===== src/rtl/lifo_stack_pkg.sv =====
// lifo_stack_pkg: shared definitions for the parametrised LIFO stack.
//   op_e        - per-cycle operation decode of {push, pop}
//   DEF_WIDTH   - default word width (call/return address width)
//   DEF_DEPTH   - default number of entries
package lifo_stack_pkg;

    typedef enum logic [1:0] {
        OP_NOP     = 2'b00,
        OP_POP     = 2'b01,
        OP_PUSH    = 2'b10,
        OP_REPLACE = 2'b11
    } op_e;

    localparam int DEF_WIDTH = 10;
    localparam int DEF_DEPTH = 256;

endpackage


===== src/rtl/lifo_stack_if.sv =====
// lifo_stack_if: request/status bundle for lifo_stack.
//   master: drives clear, push, pop, in_data; observes status.
//   slave : the stack itself; drives out_data, count, full, empty,
//           overflow, underflow (and hwm when LIFO_STACK_HWM_EN is defined).
interface lifo_stack_if
    import lifo_stack_pkg::*;
#(
    parameter int WIDTH = DEF_WIDTH,
    parameter int DEPTH = DEF_DEPTH
);
    localparam int CNT_W = $clog2(DEPTH + 1);

    logic             clear;
    logic             push;
    logic             pop;
    logic [WIDTH-1:0] in_data;
    logic [WIDTH-1:0] out_data;
    logic [CNT_W-1:0] count;
    logic             full;
    logic             empty;
    logic             overflow;
    logic             underflow;
`ifdef LIFO_STACK_HWM_EN
    logic [CNT_W-1:0] hwm;

    modport master (
        output clear, push, pop, in_data,
        input  out_data, count, full, empty, overflow, underflow, hwm
    );
    modport slave (
        input  clear, push, pop, in_data,
        output out_data, count, full, empty, overflow, underflow, hwm
    );
`else
    modport master (
        output clear, push, pop, in_data,
        input  out_data, count, full, empty, overflow, underflow
    );
    modport slave (
        input  clear, push, pop, in_data,
        output out_data, count, full, empty, overflow, underflow
    );
`endif

endinterface


===== src/rtl/lifo_stack_mem.sv =====
// lifo_stack_mem: DEPTH x WIDTH storage array for lifo_stack.
//   clk          - rising-edge clock for the write port
//   we/waddr/wdata - synchronous write port
//   raddr/rdata  - asynchronous read port
// Contents are never reset.
module lifo_stack_mem #(
    parameter int WIDTH = 10,
    parameter int DEPTH = 256,
    parameter int AW    = $clog2(DEPTH)
) (
    input  logic             clk,
    input  logic             we,
    input  logic [AW-1:0]    waddr,
    input  logic [WIDTH-1:0] wdata,
    input  logic [AW-1:0]    raddr,
    output logic [WIDTH-1:0] rdata
);

    logic [WIDTH-1:0] mem_q [DEPTH];

    always_ff @(posedge clk) begin
        if (we) begin
            mem_q[waddr] <= wdata;
        end
    end

    assign rdata = mem_q[raddr];

endmodule


===== src/rtl/lifo_stack.sv =====
// lifo_stack: parametrised LIFO with replace-top, occupancy and sticky
// overflow/underflow flags.
//   clk   - rising-edge clock
//   reset - synchronous active-high reset (highest priority)
//   bus   - lifo_stack_if slave: clear/push/pop/in_data in;
//           out_data (combinational top, 0 when empty), count, full, empty,
//           overflow, underflow out.
// Optional: define LIFO_STACK_HWM_EN to add bus.hwm, the maximum count
// reached since the last reset or clear.
module lifo_stack
    import lifo_stack_pkg::*;
#(
    parameter int WIDTH = DEF_WIDTH,
    parameter int DEPTH = DEF_DEPTH,
    parameter int CNT_W = $clog2(DEPTH + 1)
) (
    input  logic        clk,
    input  logic        reset,
    lifo_stack_if.slave bus
);

    localparam int AW = $clog2(DEPTH);

    op_e              op;
    logic [CNT_W-1:0] count_q, count_d;
    logic             overflow_q, overflow_d;
    logic             underflow_q, underflow_d;
    logic             full, empty;
    logic             we;
    logic [AW-1:0]    waddr;
    logic [AW-1:0]    raddr;
    logic [WIDTH-1:0] rdata;

    assign op    = op_e'({bus.push, bus.pop});
    assign full  = (count_q == CNT_W'(DEPTH));
    assign empty = (count_q == '0);
    // Wraps when empty; out_data is forced to 0 in that case.
    assign raddr = AW'(count_q - CNT_W'(1));

    always_comb begin
        count_d     = count_q;
        overflow_d  = overflow_q;
        underflow_d = underflow_q;
        we          = 1'b0;
        waddr       = '0;
        case (op)
            OP_NOP: ;
            OP_PUSH: begin
                if (full) begin
                    overflow_d = 1'b1;
                end else begin
                    we      = 1'b1;
                    waddr   = AW'(count_q);
                    count_d = count_q + CNT_W'(1);
                end
            end
            OP_POP: begin
                if (empty) begin
                    underflow_d = 1'b1;
                end else begin
                    count_d = count_q - CNT_W'(1);
                end
            end
            OP_REPLACE: begin
                we = 1'b1;
                if (empty) begin
                    waddr       = '0;
                    count_d     = CNT_W'(1);
                    underflow_d = 1'b1;
                end else begin
                    waddr = raddr;
                end
            end
        endcase
        if (bus.clear) begin
            count_d     = '0;
            overflow_d  = 1'b0;
            underflow_d = 1'b0;
            we          = 1'b0;
        end
    end

    always_ff @(posedge clk) begin
        if (reset) begin
            count_q     <= '0;
            overflow_q  <= 1'b0;
            underflow_q <= 1'b0;
        end else begin
            count_q     <= count_d;
            overflow_q  <= overflow_d;
            underflow_q <= underflow_d;
        end
    end

    lifo_stack_mem #(
        .WIDTH (WIDTH),
        .DEPTH (DEPTH),
        .AW    (AW)
    ) u_mem (
        .clk   (clk),
        .we    (we && !reset),
        .waddr (waddr),
        .wdata (bus.in_data),
        .raddr (raddr),
        .rdata (rdata)
    );

    assign bus.out_data  = empty ? '0 : rdata;
    assign bus.count     = count_q;
    assign bus.full      = full;
    assign bus.empty     = empty;
    assign bus.overflow  = overflow_q;
    assign bus.underflow = underflow_q;

`ifdef LIFO_STACK_HWM_EN
    logic [CNT_W-1:0] hwm_q, hwm_d;

    always_comb begin
        hwm_d = hwm_q;
        if (bus.clear) begin
            hwm_d = '0;
        end else if (count_d > hwm_q) begin
            hwm_d = count_d;
        end
    end

    always_ff @(posedge clk) begin
        if (reset) begin
            hwm_q <= '0;
        end else begin
            hwm_q <= hwm_d;
        end
    end

    assign bus.hwm = hwm_q;
`endif

endmodule


===== src/flat_wrapper.sv =====
// flat-port wrapper written by rule: the top's interface ports become plain ports
module lifo_stack_flat import lifo_stack_pkg::*;
#(
    parameter int WIDTH = DEF_WIDTH,
    parameter int DEPTH = DEF_DEPTH,
    parameter int CNT_W = $clog2(DEPTH + 1)
)
  (clk, reset, bus_clear, bus_push, bus_pop, bus_in_data, bus_out_data, bus_count, bus_full, bus_empty, bus_overflow, bus_underflow);
  lifo_stack_if #(.WIDTH(WIDTH), .DEPTH(DEPTH)) bus_i ();
  input  logic clk;
  input  logic reset;
  input wire logic [$bits(bus_i.clear)-1:0] bus_clear;
  input wire logic [$bits(bus_i.push)-1:0] bus_push;
  input wire logic [$bits(bus_i.pop)-1:0] bus_pop;
  input wire logic [$bits(bus_i.in_data)-1:0] bus_in_data;
  output wire logic [$bits(bus_i.out_data)-1:0] bus_out_data;
  output wire logic [$bits(bus_i.count)-1:0] bus_count;
  output wire logic [$bits(bus_i.full)-1:0] bus_full;
  output wire logic [$bits(bus_i.empty)-1:0] bus_empty;
  output wire logic [$bits(bus_i.overflow)-1:0] bus_overflow;
  output wire logic [$bits(bus_i.underflow)-1:0] bus_underflow;
  assign bus_i.clear = bus_clear;
  assign bus_i.push = bus_push;
  assign bus_i.pop = bus_pop;
  assign bus_i.in_data = bus_in_data;
  assign bus_out_data = bus_i.out_data;
  assign bus_count = bus_i.count;
  assign bus_full = bus_i.full;
  assign bus_empty = bus_i.empty;
  assign bus_overflow = bus_i.overflow;
  assign bus_underflow = bus_i.underflow;
  lifo_stack #(.WIDTH(WIDTH), .DEPTH(DEPTH), .CNT_W(CNT_W)) u_core (.clk(clk), .reset(reset), .bus(bus_i));
endmodule

===== config.mk =====
export PLATFORM = sky130hd
export DESIGN_NAME = lifo_stack_flat
export DESIGN_NICKNAME = d
export VERILOG_FILES = /design/src/rtl/lifo_stack_pkg.sv /design/src/rtl/lifo_stack_if.sv /design/src/rtl/lifo_stack_mem.sv /design/src/rtl/lifo_stack.sv /design/src/flat_wrapper.sv
export SDC_FILE = /design/constraint.sdc
export NUM_CORES = 2
export LEC_CHECK = 0
export BUFFER_PORTS_ARGS = -buffer_cell sky130_fd_sc_hd__clkbuf_2
export CAP_MARGIN = 20
export CORE_MARGIN = 4
export CORE_UTILIZATION = 55
export CTS_BUF_LIST = sky130_fd_sc_hd__clkbuf_8
export CTS_CLUSTER_DIAMETER = 60
export DETAILED_ROUTE_END_ITERATION = 12
export PLACE_DENSITY = 0.76
export SYNTH_ARGS = -nofsm -noshare
export SYNTH_HDL_FRONTEND = slang
export SYNTH_SLANG_ARGS = --single-unit

===== constraint.sdc =====
create_clock -name clk -period 8.2 [get_ports clk]
set_input_delay 1.64 -clock clk [delete_from_list [all_inputs] [get_ports clk]]
set_output_delay 1.64 -clock clk [all_outputs]
set_load 0.005 [all_outputs]

## Word-level counts from Yosys, hierarchy flattened

Memory sizes are Yosys's and may differ from the RTL's.
Index checks and enable logic that the tools add are counted.
Widths: inputs -> output; s select.

- Memories: 1
- Output and inout port bits: 23
- RAM bits: 2560
- Bits of input ports: 15
- Flip-flop bits (word level): 11

- Muxes and demuxes: 13
- Equal/unequal tests: 7
- Reduce and logical (&&, ||, !) cells: 9
- Add/subtract/negate cells: 2

Memories:

| memory | depth | bits a word | rd ports | clocked after memory_dff | wr ports | line | RTL |
|---|---|---|---|---|---|---|---|
| u_core.u_mem.mem_q | 256 | 10 | 1 | 0 | 1 | lifo_stack_mem.sv:19 | `logic [WIDTH-1:0] mem_q [DEPTH];` |

Operators by type and width:

| cell | count |
|---|---|
| $mux 9 | 3 |
| $pmux 9 s3 | 1 |
| $mux 8 | 2 |
| $pmux 8 s2 | 1 |
| $mux 10 | 1 |
| $add 9x1->9 const B | 1 |
| $eq 9x9->1 const B | 1 |
| $logic_not 9->1 | 1 |
| $sub 9x1->9 const B | 1 |
| $eq 2x2->1 const B | 2 |
| $mux 1 | 4 |
| $ne 2x2->1 const B | 2 |
| $reduce_and 2->1 | 2 |
| $reduce_and 4->1 | 1 |
| $reduce_or 2->1 | 2 |
| $reduce_bool 3->1 | 1 |
| $eq 2x1->1 const B | 1 |
| $ne 2x1->1 const B | 1 |
| $pmux 1 s2 | 1 |
| $logic_and 1x1->1 | 1 |
| $logic_not 1->1 | 1 |

## Longest topological paths before layout

- Depth in word-level cells: 7
- Mapped depth: 19

## Hierarchy

From an unflattened synthesis, not the netlist that was laid out.

- Cell total of the unflattened synthesis: 4805
- Area total of the unflattened synthesis: 100254.9 sq um

Modules (own cells, without submodules):

| module | area each (sq um) | instances | cells each |
|---|---|---|---|
| lifo_stack_mem | 99053.8 | 1 | 4632 |
| lifo_stack | 1201.2 | 1 | 173 |

## Worst setup path before layout

OpenSTA, ideal clock, no wires.

- Path type: register to output
- Start: register u_core.count_q[0] (netlist: u_core.bus.count[0])
- End: output bus_out_data[3]
- Data arrival time: 4.032 ns
- Path slack: 2.528 ns
- Cell stages (with the launch flop): 17
- Data required time: 6.560 ns
- Buffers on the path: 9
- Cells stage by stage: dfxtp_1 > buf_2 > buf_4 > buf_4 > buf_2 > inv_1 > buf_2 > ha_1 > buf_2 > buf_2 > clkbuf_1 > clkbuf_1 > mux4_2 > mux4_2 > nand2_1 > nand3_1 > a311o_1

- Word-level cells in the longest chain between the ends: 3
- Elaborated cells between the ends (all ways): 4

Ends and longest elaborated chain:

| element | line | RTL |
|---|---|---|
| start, declared | lifo_stack.sv:25 | `logic [CNT_W-1:0] count_q, count_d;` |
| start signal, assigned | lifo_stack.sv:89 | `count_q <= count_d;` |
| $sub 9x1->9 | lifo_stack.sv:38 | `assign raddr = AW'(count_q - CNT_W'(1));` |
| $mem_v2 256x10 | - |  |
| $mux 10 * | lifo_stack.sv:108 | `assign bus.out_data = empty ? '0 : rdata;` |
| end, declared | flat_wrapper.sv:16 | `output wire logic [$bits(bus_i.out_data)-1:0] bus_out_data;` |

Mark *: on every way between the ends. The rest lies on a longest branch, timed or not.

## Worst setup path in the final report

- Start: register u_core.count_q[0] (netlist: u_core.bus.count[0])
- End: output bus_out_data[9]

The elaborated chain is that of the path after synthesis.

==> impl_results.md <==
* Status: complete, no violations
* Synthesized instance count at about 4800
* Seq/Total Area, Yosys at 0.769
* Die width at 435 um
* Detailed Route Iter0 Violations at between 7000 and 8000
* Initial antenna violation count at 6
* Post-synthesis mux area share at 0.162
* Total wire length at 237000 um
* Post-CTS setup buffer count at 0
* Number of max-cap violations at 0
* Via-to-Cell Ratio at 6.53
* Ys flop type: edfxtp_1
* Post-synthesis async set-or-reset flop share at 0
* CP Capture Type: output pin
* Mean routed wirelength per cell at 30.7 um
* Total grt overflow at 0
* Minimum clock period at 7.98 ns
* Largest family of logic cells by synthesized area: multiplexers
* IO Port Bufs at 37
* Share of post-route cells with drive strength above 1 at 0.248
* Pre-CTS setup slack at between 1 and 1.5 ns
* Least-Margin Pin Slew at between 1 and 1.5 ns
* Worst-Skew Late Latency at between 1 and 1.5 ns
* I/O pin count at 38
* Psw at about 0.0066 W
* DIE HEIGHT at approximately 440 um
* Clock sink count at 2571
* Slew HR at 0.162
* Int Power at just over 0.02 W
* Synth-to-layout area growth at 9.89%
* CTS root buf: clkbuf_8
* CP max FO at 97
* Final Setup Violations at 0
* Max Slew Vio Count at 0
* Hold Slack at 0.479 ns
* Worst min path class: reg2reg
* Switching part of the total at 0.246
* CTS max path bufs at 4
* First-pass GRT wire length at 346000 um
* CP max-delay cell: a21boi_0
* Largest net degree at the start of global routing at 192
* Gate power share at 0.102
* Mean Syn Cell Area at 21.0 sq um
* Rows at 156
* Adder-cell area share of the yosys netlist at 0.000374
* Clock Power Share at 0.358
* Max incr delay on CP at 0.93 ns
* Number of flops mapped to enable cells by yosys at 2560
* Synth Area in XOR/XNOR at 0.000599
* ANT nets after route at 0
* Cell Area, Synth at about 100000 sq um
* Worst-path cell chain: inv_1, ha_4, buf_12, mux4_2, mux2i_1, a32oi_1, nand4_1, a21boi_0, or3_1, clkbuf_2
* WS Path Type: reg2out
* Reg clk slew, reported paths at 0.06 ns
* Starting Density at 0.554
* Detailed-router iteration count before antenna repair at 8
* RSZ-0062 raised after global routing: false
* Compound-Gate Fraction of Synth Area at 0.0159
* CTS Buf Count at 399
* Seq cells post-synth at between 2000 and 3000
* Die area at 189000 sq um
* Leak pwr at 34.3 nW
* Setup TNS at 0 ns
* Crit path launch type: flop
* Clock Skews at 0.0996 ns
* Synth warn at 0
* WP data required at 6.56 ns
* Pwr Density at between 200 and 250 nW/um^2
* CTS tree: built
* Core footprint at 181000 sq um
* HPWL Detailed at 137000 um
* Total GRT Usage at 0.249
* H-tree level count at 5
* Total power at 0.0268 W
* Fin. Hold Viols at 0
* Vias in the first global route at 49900
* Max Freq at 125 MHz
* Share of power burned in registers at 0.539
* Final period util at 0.973
* # nets final at between 5000 and 6000
* PnR worst setup slack at 0.219 ns
* CTS Hold Bufs at 0
* Maximum vdd ir drop at 0.000204 V
* Simple-Gate Fraction of Synth Area at 0.0376
* Crit path arrival time at 6.34 ns
* GPL Wtd Cong at 0.891
* Synth cell types at 67
* Syn_nets at 4797
* Drt drc at 0
* Via Count at 50300
critical path, delay by kind of cell (launching register included):
| family | cells | cell delay, ns |
|---|---|---|
| AOI/OAI and AO/OA | 2 | 1.34 |
| adders and majority gates | 1 | 0.80 |
| buffers and inverters | 3 | 1.11 |
| DFF | 1 | 0.74 |
| muxes | 2 | 0.42 |
| and+or+nand+nor | 2 | 0.67 |
repair_timing:
item | in CTS | in global routing
endpoints found under the hold margin | 0 | 0
resized for setup | 0 | 1
setup endpoints to repair | 0 | 1
path summary, 6_finish.rpt:
check                                    end                  from  cells after the start  slack, ns
hold / removal          u_core.bus.underflow  u_core.bus.underflow                      2       0.48
hold reg to reg         u_core.bus.underflow  u_core.bus.underflow                      2       0.48
setup / recovery             bus_out_data[9]   u_core.bus.count[0]                     10       0.22
setup reg to reg  u_core.u_mem.mem_q[122][9]   u_core.bus.count[0]                     10       2.25
metrics by stage:
stage	cells	util	cell area (sq um)
after floorplan	4779	-	100000
after global placement	6979	0.569	103000
after detailed placement	6981	0.569	103000
after CTS	7680	0.608	110000
after global routing	7697	0.609	110000
final	7702	0.609	110000
cells in the final DEF (no fill, tap or decap), types with 5 or more instances in the layout:
cell type	instances
a2111oi_0	8
a211o_1	9
a211oi_1	5
a21oi_1	43
a221oi_1	10
a311o_1	7
a31oi_1	15
a32o_1	14
a32oi_1	36
buf_12	16
buf_4	82
buf_8	5
bufinv_16	8
clkbuf_2	27
clkbuf_8	410
clkinv_1	111
clkinv_2	44
clkinvlp_4	8
dfxtp_1	10
diode_2	6
edfxtp_1	2560
inv_1	130
mux2i_1	139
mux4_2	660
nand2_1	344
nand2_2	24
nand3_1	122
nand4_1	35
nor2_1	282
nor2_4	5
nor3_1	40
nor4_1	11
o21ai_0	23
o31ai_1	5
or3_1	5
flip-flops by register name, summed over array words and instances (netlist names):
name and count:
u_core.bus.underflow 1, u_core.bus.count 9, u_core.bus.overflow 1, u_core.u_mem.mem_q 2560
power by group through the flow:
stage	logic (W)	clock network (W)	registers, W
3_5_place_dp	0.00270	0	0.0148
3_3_place_gp	0.00267	0	0.0148
2_1_floorplan	0.00159	0	0.0147
6_report	0.00274	0.00962	0.0145
4_1_cts	0.00271	0.00973	0.0145
5_1_grt	0.00284	0.0104	0.0145
cells by family (layout without fill, tap and decap cells):
family                   count (synthesis)  in the layout
other                                    0              6
AO/OA/AOI/OAI                          207            207
multiplexers                           800            800
buffers and inverters                  303            850
AND/OR/NAND/NOR                        889            889
flip-flops                            2571           2571
adder cells (fa/ha/maj)                  3              3
XOR/XNOR                                 6              6
cell usage after synthesis (3+ instances only):
master | n | area share
xnor2_1 | 4 | 0.00035
ha_1 | 3 | 0.00037
nand2_1 | 356 | 0.013
o22ai_1 | 4 | 0.00025
a2111oi_0 | 9 | 0.00079
o211ai_1 | 4 | 0.00030
mux2i_1 | 139 | 0.014
or2_2 | 3 | 0.00019
buf_2 | 131 | 0.0065
buf_6 | 3 | 0.00034
dfxtp_1 | 11 | 0.0022
edfxtp_1 | 2560 | 0.77
a32o_1 | 14 | 0.0014
buf_4 | 42 | 0.0031
a31oi_1 | 15 | 0.00094
mux4_2 | 660 | 0.15
o21ai_0 | 23 | 0.0011
nor2_1 | 287 | 0.011
nand4_1 | 35 | 0.0022
inv_1 | 10 | 0.00037
o31ai_1 | 5 | 0.00037
nor4_1 | 11 | 0.00069
buf_1 | 21 | 0.00079
a211oi_1 | 5 | 0.00037
and3_1 | 4 | 0.00025
a32oi_1 | 36 | 0.0031
nor3_1 | 41 | 0.0020
a21oi_1 | 43 | 0.0021
nand3_1 | 122 | 0.0061
a211o_1 | 9 | 0.00079
nand2_2 | 12 | 0.00075
a221oi_1 | 10 | 0.00087
clkbuf_1 | 96 | 0.0036
or3_1 | 5 | 0.00031
a311o_1 | 7 | 0.00070
routing by layer:
layer | part of all wire | track usage | vias up
met3 | 0.11 | 0.0595 | 597
met4 | 0.047 | 0.108 | 2
met1 | 0.37 | 0.352 | 26000
met2 | 0.47 | 0.378 | 3327
li1 | - | - | 20300
met5 | 0.000055 | 0 | -
area by class of cell:
type / instances / area, sq um
diodes: 6 / 15.0
clock buffers: 405 / 5570
clock inverters: 294 / 1410
fillers: 12100 / 70900
inverters: 10 / 37.5
multi-input cells: 1905 / 21900
flip-flops and latches: 2571 / 77100
well taps: 2370 / 2970
repair buffers: 141 / 1270
(Power assumes the default switching activity.)
